### config.mk
export PLATFORM = sky130hd
export DESIGN_NAME = pc_unit_ras
export DESIGN_NICKNAME = d
export VERILOG_FILES = /design/src/rtl/cpu_types_pkg.sv /design/src/rtl/return_addr_stack.sv /design/src/rtl/pc_unit_ras.sv
export SDC_FILE = /design/constraint.sdc
export NUM_CORES = 1
export LEC_CHECK = 0
export ABC_AREA = 1
export CORE_ASPECT_RATIO = 1.75
export CORE_MARGIN = 3
export CORE_UTILIZATION = 57
export DETAILED_ROUTE_END_ITERATION = 16
export PLACE_DENSITY = 0.87
export SKIP_LAST_GASP = 1
export SLEW_MARGIN = 20
export SYNTH_ARGS = -nofsm -noshare
export SYNTH_HDL_FRONTEND = slang
export SYNTH_HIERARCHICAL = 1
export SYNTH_SLANG_ARGS = --single-unit
### constraint.sdc
create_clock -name CLK -period 10 [get_ports CLK]
set_clock_uncertainty 0.15 [all_clocks]
set_input_delay 3 -clock CLK [delete_from_list [all_inputs] [get_ports CLK]]
set_output_delay 3 -clock CLK [all_outputs]
set_load 0.02 [all_outputs]
### src/rtl/cpu_types_pkg.sv
`default_nettype none
// ============================================================================
// Module      : cpu_types_pkg
// Description : Shared CPU types: next-PC select encoding and jump-region
//               boundary used by the fetch program counter.
// Revision    : 1.0 - initial release with pc_sel_t and J_HI
// ============================================================================
package cpu_types_pkg;

    // Next-PC source select; encodings 6 and 7 are unused and fall back to SEQ
    typedef enum logic [2:0] {
        SEQ = 3'd0,
        BR  = 3'd1,
        J   = 3'd2,
        JAL = 3'd3,
        JR  = 3'd4,
        RET = 3'd5
    } pc_sel_t;

    // Lowest PC bit kept from pc_plus_inc when forming a J/JAL target
    localparam int J_HI = 28;

endpackage
`default_nettype wire

### src/rtl/return_addr_stack.sv
`default_nettype none
// ============================================================================
// Module      : return_addr_stack
// Description : Circular return-address stack with a top pointer. A push
//               when full overwrites the oldest entry and sets a sticky
//               overflow flag. top reads as 0 while the stack is empty.
// Revision    : 1.0 - initial release
// ============================================================================
module return_addr_stack
    import cpu_types_pkg::*;
#(
    parameter int ADDR_W    = 32,
    parameter int RAS_DEPTH = 4
) (
    input  logic                           CLK,
    input  logic                           RST,
    input  logic                           push,
    input  logic                           pop,
    input  logic [ADDR_W-1:0]              push_data,
    output logic [ADDR_W-1:0]              top,
    output logic [$clog2(RAS_DEPTH):0]     count,
    output logic                           overflow
);

    localparam int c_PTR_W = $clog2(RAS_DEPTH);
    localparam int c_CNT_W = c_PTR_W + 1;

    logic [ADDR_W-1:0]  r_stack [RAS_DEPTH];
    logic [c_PTR_W-1:0] r_ptr;
    logic [c_CNT_W-1:0] r_count;
    logic               r_overflow;
    logic [c_PTR_W-1:0] w_ptr_inc;
    logic [c_PTR_W-1:0] w_ptr_dec;

    // Pointer arithmetic wraps naturally because the depth is a power of 2
    always_comb begin
        w_ptr_inc = r_ptr + c_PTR_W'(1);
        w_ptr_dec = r_ptr - c_PTR_W'(1);
    end

    // Pointer, occupancy and sticky overflow; push wins if both are requested
    always_ff @(posedge CLK) begin
        if (RST) begin
            r_ptr      <= '0;
            r_count    <= '0;
            r_overflow <= 1'b0;
        end else if (push) begin
            r_ptr <= w_ptr_inc;
            if (r_count == c_CNT_W'(RAS_DEPTH)) begin
                r_overflow <= 1'b1;
            end else begin
                r_count <= r_count + c_CNT_W'(1);
            end
        end else if (pop && (r_count != '0)) begin
            r_ptr   <= w_ptr_dec;
            r_count <= r_count - c_CNT_W'(1);
        end
    end

    // Entry storage; contents need no reset since top is masked while empty
    always_ff @(posedge CLK) begin
        if (!RST && push) begin
            r_stack[w_ptr_inc] <= push_data;
        end
    end

    assign top      = (r_count == '0) ? '0 : r_stack[r_ptr];
    assign count    = r_count;
    assign overflow = r_overflow;

endmodule
`default_nettype wire

### src/rtl/pc_unit_ras.sv
`default_nettype none
// ============================================================================
// Module      : pc_unit_ras
// Description : Fetch program counter with next-PC select, priority
//               redirect/flush, fetch stall and JAL / RET prediction through
//               a return-address stack.
// Revision    : 1.0 - initial release
// ============================================================================
module pc_unit_ras
    import cpu_types_pkg::*;
#(
    parameter int              ADDR_W    = 32,
    parameter logic [ADDR_W-1:0] PC_INIT = '0,
    parameter int              INC       = 4,
    parameter int              RAS_DEPTH = 4
) (
    input  logic                       CLK,
    input  logic                       RST,
    input  logic                       pc_en,
    input  logic                       stall,
    input  logic [2:0]                 pc_sel,
    input  logic                       br_taken,
    input  logic [15:0]                imm16,
    input  logic [25:0]                imm26,
    input  logic [ADDR_W-1:0]          rdat1,
    input  logic                       redirect_valid,
    input  logic [ADDR_W-1:0]          redirect_pc,
    output logic [ADDR_W-1:0]          imemaddr,
    output logic [ADDR_W-1:0]          pc_plus_inc,
    output logic [ADDR_W-1:0]          ras_top,
    output logic [$clog2(RAS_DEPTH):0] ras_count,
    output logic                       ras_overflow
);

    logic [ADDR_W-1:0] r_pc;
    logic [ADDR_W-1:0] w_pc_plus_inc;
    logic [ADDR_W-1:0] w_br_off;
    logic [ADDR_W-1:0] w_jump_tgt;
    logic [ADDR_W-1:0] w_next_pc;
    logic              w_accept;
    logic              w_push;
    logic              w_pop;
    logic              w_ras_empty;

    assign w_pc_plus_inc = r_pc + ADDR_W'(INC);
    assign w_br_off      = {{(ADDR_W-18){imm16[15]}}, imm16, 2'b00};
    assign w_jump_tgt    = {w_pc_plus_inc[ADDR_W-1:J_HI], imm26, 2'b00};
    assign w_accept      = pc_en & ~stall & ~redirect_valid;
    assign w_ras_empty   = (ras_count == '0);

    // Next-PC mux and RAS requests; stack ops only take effect on accept
    always_comb begin
        w_next_pc = w_pc_plus_inc;
        w_push    = 1'b0;
        w_pop     = 1'b0;
        case (pc_sel)
            BR:  if (br_taken) w_next_pc = w_pc_plus_inc + w_br_off;
            J:   w_next_pc = w_jump_tgt;
            JAL: begin
                w_next_pc = w_jump_tgt;
                w_push    = w_accept;
            end
            JR:  w_next_pc = rdat1;
            RET: begin
                if (w_ras_empty) begin
                    w_next_pc = rdat1;
                end else begin
                    w_next_pc = ras_top;
                    w_pop     = w_accept;
                end
            end
            default: w_next_pc = w_pc_plus_inc;
        endcase
    end

    // PC register: reset, then redirect, then accepted advance, else hold
    always_ff @(posedge CLK) begin
        if (RST) begin
            r_pc <= PC_INIT;
        end else if (redirect_valid) begin
            r_pc <= redirect_pc;
        end else if (w_accept) begin
            r_pc <= w_next_pc;
        end
    end

    return_addr_stack #(
        .ADDR_W    (ADDR_W),
        .RAS_DEPTH (RAS_DEPTH)
    ) u_ras (
        .CLK       (CLK),
        .RST       (RST),
        .push      (w_push),
        .pop       (w_pop),
        .push_data (w_pc_plus_inc),
        .top       (ras_top),
        .count     (ras_count),
        .overflow  (ras_overflow)
    );

    assign imemaddr    = r_pc;
    assign pc_plus_inc = w_pc_plus_inc;

endmodule
`default_nettype wire

==> flow_metrics.env, run 1 <==
export IMPL_power_density_mw_per_mm2=136
export IMPL_route_detailed_drc=0
export IMPL_outcome="finished clean"
export IMPL_cts_buffers_inserted=17
export IMPL_drive_above_1_share_pct=7.41
export IMPL_ir_drop_mv=0.131
export IMPL_wl_per_cell_um=21.6
export IMPL_fmax_ghz=0.147
export IMPL_final_cell_mix="nand2_1, nor2_1, clkdlybuf4s50_1, inv_1, edfxtp_1"
export IMPL_die_x_um=111
export IMPL_vias=11000
export IMPL_grt_first_pass_wirelength_um=60100
export IMPL_syn_num_nets=1566
export IMPL_tns_ps=0
export IMPL_cp_arrival_ps=6750
export IMPL_maxCapViolations=0
export IMPL_crit_slowest_cell="nor2_2"
export IMPL_cts_resized=0
export IMPL_core_mm2=0.0187
export IMPL_start_util_pct=58.5
export IMPL_slew_violations=0
export IMPL_path_class="in -> reg"
export IMPL_fin_nets=1762
export IMPL_worst_skew_pair_late_latency_ps=440
export IMPL_worst_pin_slew_ps=1040
export IMPL_cts_sinks=168
export IMPL_hp_start="u_ras/overflow"
export IMPL_r2r_end="imemaddr[29]"
export IMPL_reg2reg_slack_ps=5520
export IMPL_port_buffers=214
export IMPL_hold_viol=0
export IMPL_num_rows=66
export IMPL_ys_types=57
export IMPL_clk_pin_slew_ps=60
export IMPL_clk_path_buf_depth=2
export IMPL_ys_ff_latch=168
export IMPL_antenna_found_initial=0
export IMPL_dieHeight_um=189
export IMPL_path_cells="clkdlybuf4s50_1 > inv_1 > nor2_4 > inv_1 > nor3_1 > nand2_1 > nor2_2 > buf_4"
export IMPL_slew_headroom_pct=30.6
export IMPL_holdPathEnd="u_ras/overflow"
export IMPL_grt_pass1_vias=10900
export IMPL_vias_per_cell=5.92
export IMPL_drt_iter0_markers=1121
export IMPL_place_congestion=1.02
export IMPL_crit_fanout=27
export IMPL_cts_htree_levels=4
export IMPL_layout_min_cycle_time_ps=6800
export IMPL_setup_violations=0
export IMPL_rr_worst_depth=20
export IMPL_p_leak_nw=5.54
export IMPL_yosys_warnings=6
export IMPL_io_pins=215
export IMPL_holdBufCountCts=0
export IMPL_overflow=0
export IMPL_layout_commonest_cell="nand2_1"
export IMPL_grt_start_max_net_pins=65
export IMPL_synth_seq_area_share_pct=42.5
export IMPL_synthesis_area_mm2=0.0109
export IMPL_end_kind="register"
export IMPL_dpl_hpwl_um=30700
export IMPL_final_area_mm2=0.0138
export IMPL_critPathRequiredTime_ps=9960
export IMPL_min_path_cells=2
export IMPL_syn_to_final_growth_pct=26.0
export IMPL_path_common_cell="inv_1"
export IMPL_nFillCells=1456
export IMPL_avgSynthCellArea_um2=7.74
export IMPL_synthCells=1411
export IMPL_post_cts_buffers=0
export IMPL_cts_tree="built"
export IMPL_die_area_mm2=0.0209
export IMPL_dpl_instance_area_mm2=0.0132
export IMPL_grt_use_total_pct=38.0
export IMPL_reg2reg_from="imemaddr[2]"
export IMPL_ant_nets=0
export IMPL_grt_setup_unrepaired="no"
export IMPL_post_route_period_util_pct=68.0
export IMPL_diodes=0
export IMPL_drt_pass1_iterations=6
export IMPL_cts_root_buffer="clkbuf_16"
export IMPL_wirelength_um=40100
export IMPL_hp_class="reg -> reg"
export IMPL_cpPeakStageDelay_ps=730
export IMPL_startpoint_type="primary input"
==> state kept, by name, indices dropped and copies added (netlist names), named ones only <==
register,cells
u_ras/overflow,1
u_ras/r_ptr,2
u_ras/count,3
u_ras/r_stack,128
imemaddr,32
==> kinds of logic (layout without fill, tap and decap cells) <==
group	Yosys count	after routing	share of synthesized area [%]
simple gates	670	670	26.5
buf+inv	209	418	8.35
compound gates	299	299	15.8
xor+xnor	25	25	2.07
fa+ha+maj	40	40	4.72
flops	168	168	42.5
==> cells in the mapped netlist (all sizes together) <==
library cell  count  area share [%]
o21bai            8            0.55
nand4            10            0.71
clkinv            1           0.046
nand3            72             3.6
a221oi           19             1.6
a31o              2            0.16
a31oi             9            0.52
nor2            245             9.3
xnor2            10            0.80
fa                2            0.37
o211ai            6            0.41
inv             159             5.5
buf              31             2.2
xor2             15             1.3
clkbuf           18            0.64
a21o              3            0.21
nand2           316              11
dfxtp            40             7.3
a41o              1           0.092
a21boi            1            0.17
nand3b            2            0.14
and2              2            0.11
or2               6            0.34
o21a              1           0.069
edfxtp          128              35
ha               38             4.4
and3              1           0.057
a22o              9            0.72
o21ai           119             5.5
o2111ai           1           0.080
nor3             12            0.76
nor4              4            0.29
o211a             1           0.092
a22oi             1           0.069
a21oi           118             5.6
==> worst max-delay path by stage <==
stage	startpoint	endpoint	slack (ps)	depth (start not counted)
3_3_place_gp	pc_sel[1]	u_ras/r_stack[1][21]	2960	8
2_1_floorplan	redirect_valid	u_ras/r_stack[0][0]	3940	6
4_1_cts	pc_sel[1]	u_ras/r_stack[1][30]	3210	8
5_1_grt	pc_sel[1]	u_ras/r_stack[3][3]	3140	8
3_5_place_dp	pc_sel[1]	u_ras/r_stack[1][26]	2740	8
6_report	pc_sel[1]	u_ras/r_stack[3][3]	3200	8
==> through the flow <==
stage               setup WS, ps  std cells  power (mW)  hold WS, ps  utilization [%]
floorplan                   3940       1411        1.02          417                -
global placement            2960       1826        1.19          314             70.5
detailed placement          2740       1826        1.19          315             70.5
CTS                         3210       1858        1.86          332             73.7
global route                3140       1858        1.94          346             73.7
finish                      3200       1858        1.87          337             73.7
==> power breakdown <==
| part | internal [mW] | leakage [nW] | switching [mW] |
|---|---|---|---|
| Sequential | 0.765 | 1.50 | 0.0185 |
| Combinational | 0.157 | 3.75 | 0.247 |
| Clock | 0.397 | 0.284 | 0.286 |
==> layer usage <==
metal	global-route usage (%)	vias to the layer above	part of all wire (%)	routed length [um]
met5	0	-	0	0
met1	40.5	5098	33	13200
met2	66.8	630	51	20300
met4	29.1	0	9.0	3600
met3	5.69	165	7.5	2990
li1	-	5102	-	-
==> cell type report <==
type | count | area (um2) | share of cell area (%)
clock inverters | 13 | 171 | 1.25
flip-flops and latches | 168 | 4650 | 33.8
multi-input cells | 1034 | 5380 | 39.1
well taps | 238 | 298 | 2.16
clock buffers | 19 | 433 | 3.15
repair buffers | 226 | 2230 | 16.2
inverters | 160 | 602 | 4.37
==> critical path, delay by kind of cell <==
kind / cells / cell delay (ps)
buffers and inverters: 4 / 1370
and+or+nand+nor: 4 / 2360
No activity file was read; power rests on OpenSTA's default activity.
==> run 2, diff against run 1 <==
- CORE_UTILIZATION: 57 -> 53
- PLACE_DENSITY: 0.87 -> 0.82
- clock period: 10 -> 6.6 ns (I/O delays scaled with it)
==> flow_metrics.env, run 2 (same netlist as run 1, synthesis figures left out) <==
export IMPL_drt_pass1_iterations=6
export IMPL_drt_iter0_markers=1157
export IMPL_top_register="u_ras/r_stack"
export IMPL_end_kind="primary output"
export IMPL_layout_commonest_cell="nand2_1"
export IMPL_path_class="reg -> out"
export IMPL_power_density_mw_per_mm2=202
export IMPL_startpoint_type="register"
export IMPL_die_x_um=114
export IMPL_crit_fanout=7
export IMPL_die_area_mm2=0.0224
export IMPL_hold_viol=0
export IMPL_p_leak_nw=5.57
export IMPL_route_detailed_drc=0
export IMPL_grt_start_max_net_pins=65
export IMPL_seq_area_mm2=0.00465
export IMPL_holdBufCountCts=0
export IMPL_dieHeight_um=196
export IMPL_cts_sinks=168
export IMPL_place_congestion=0.998
export IMPL_final_area_mm2=0.0138
export IMPL_overflow=0
export IMPL_hp_class="reg -> reg"
export IMPL_largest_reg_flops=128
export IMPL_vias_per_cell=5.89
export IMPL_fin_nets=1770
export IMPL_port_buffers=214
export IMPL_slew_violations=0
export IMPL_dpl_hpwl_um=31600
export IMPL_final_cell_mix="nand2_1, nor2_1, clkdlybuf4s50_1, inv_1, edfxtp_1"
export IMPL_cts_resized=0
export IMPL_antenna_found_initial=1
export IMPL_critPathRequiredTime_ps=4470
export IMPL_num_rows=68
export IMPL_vias=11000
export IMPL_post_cts_buffers=0
export IMPL_maxCapViolations=0
export IMPL_reg2reg_slack_ps=2180
export IMPL_dpl_instance_area_mm2=0.0132
export IMPL_start_util_pct=54.6
export IMPL_multi_input_area_mm2=0.00537
export IMPL_setup_violations=0
export IMPL_worst_pin_slew_ps=1040
export IMPL_cp_arrival_ps=3520
export IMPL_grt_pass1_vias=10800
export IMPL_fmax_ghz=0.177
export IMPL_grt_first_pass_wirelength_um=61400
export IMPL_total_power_mw=2.78
export IMPL_ant_nets=0
export IMPL_cts_buffers_inserted=17
export IMPL_whs_ps=340
export IMPL_clk_path_buf_depth=2
export IMPL_wl_per_cell_um=22.1
export IMPL_cts_tree="built"
export IMPL_tns_ps=0
export IMPL_core_mm2=0.0200
export IMPL_cts_root_buffer="clkbuf_16"
export IMPL_ir_drop_mv=0.196
export IMPL_outcome="finished clean"
export IMPL_drive_above_1_share_pct=7.86
export IMPL_wirelength_um=41300
export IMPL_io_pins=215
export IMPL_rr_worst_depth=18
export IMPL_grt_setup_unrepaired="no"
export IMPL_grt_use_total_pct=36.6
export IMPL_min_path_cells=2
export IMPL_worst_skew_pair_late_latency_ps=430
export IMPL_cts_htree_levels=4
export IMPL_slew_headroom_pct=30.4
export IMPL_nFillCells=1700
export IMPL_layout_min_cycle_time_ps=5650
export IMPL_post_route_period_util_pct=85.7
export IMPL_syn_to_final_growth_pct=26.4
export IMPL_clk_pin_slew_ps=80
run 2: report_power, final:
group / internal [mW] / switching (mW)
clock network: 0.529 / 0.446
registers: 1.16 / 0.0284
logic: 0.241 / 0.378
total: 1.93 / 0.853
run 2: metal layers:
layer,track usage [%],vias up,share of wire [%]
li1,-,5141,-
met1,41.5,5099,35
met2,63.3,634,50
met3,5.34,159,7.3
met4,22.6,0,7.3
met5,0,-,0
run 2: through the flow:
step / worst slack, ps / instances / util, %
floorplan: 1560 / 1411 / -
global placement: 1450 / 1841 / 66.2
detailed placement: 1400 / 1841 / 66.2
CTS: 1100 / 1873 / 69.0
global route: 854 / 1874 / 69.0
finish: 945 / 1874 / 69.0
run 2: path summary, 6_finish.rpt:
kind | to | startpoint
min reg2reg | u_ras/overflow | u_ras/overflow
max | pc_plus_inc[12] | imemaddr[2]
max reg2reg | imemaddr[24] | imemaddr[2]
min | u_ras/overflow | u_ras/overflow
run 2: layout make-up:
class	count	area share, %
clock inverter	14	1.01
inverter	160	4.36
timing repair buffer	234	16.7
multi-input combinational	1034	38.9
antenna	1	0.0181
clock buffer	18	3.11
tap	245	2.22
sequential	168	33.7
run 2: critical path: stages, from the launching register on:
cell and delay (ps):
dfxtp_1 450, ha_1 210, nand2_1 100, inv_2 130
nand4_4 190, nor2_1 530, xor2_1 730, clkdlybuf4s50_1 750
==> run 3, diff against run 2 <==
- SETUP_SLACK_MARGIN: not set -> 0.3
==> results of run 3 <==
The final DEF is identical to that of run 2; final timing and power are the same.
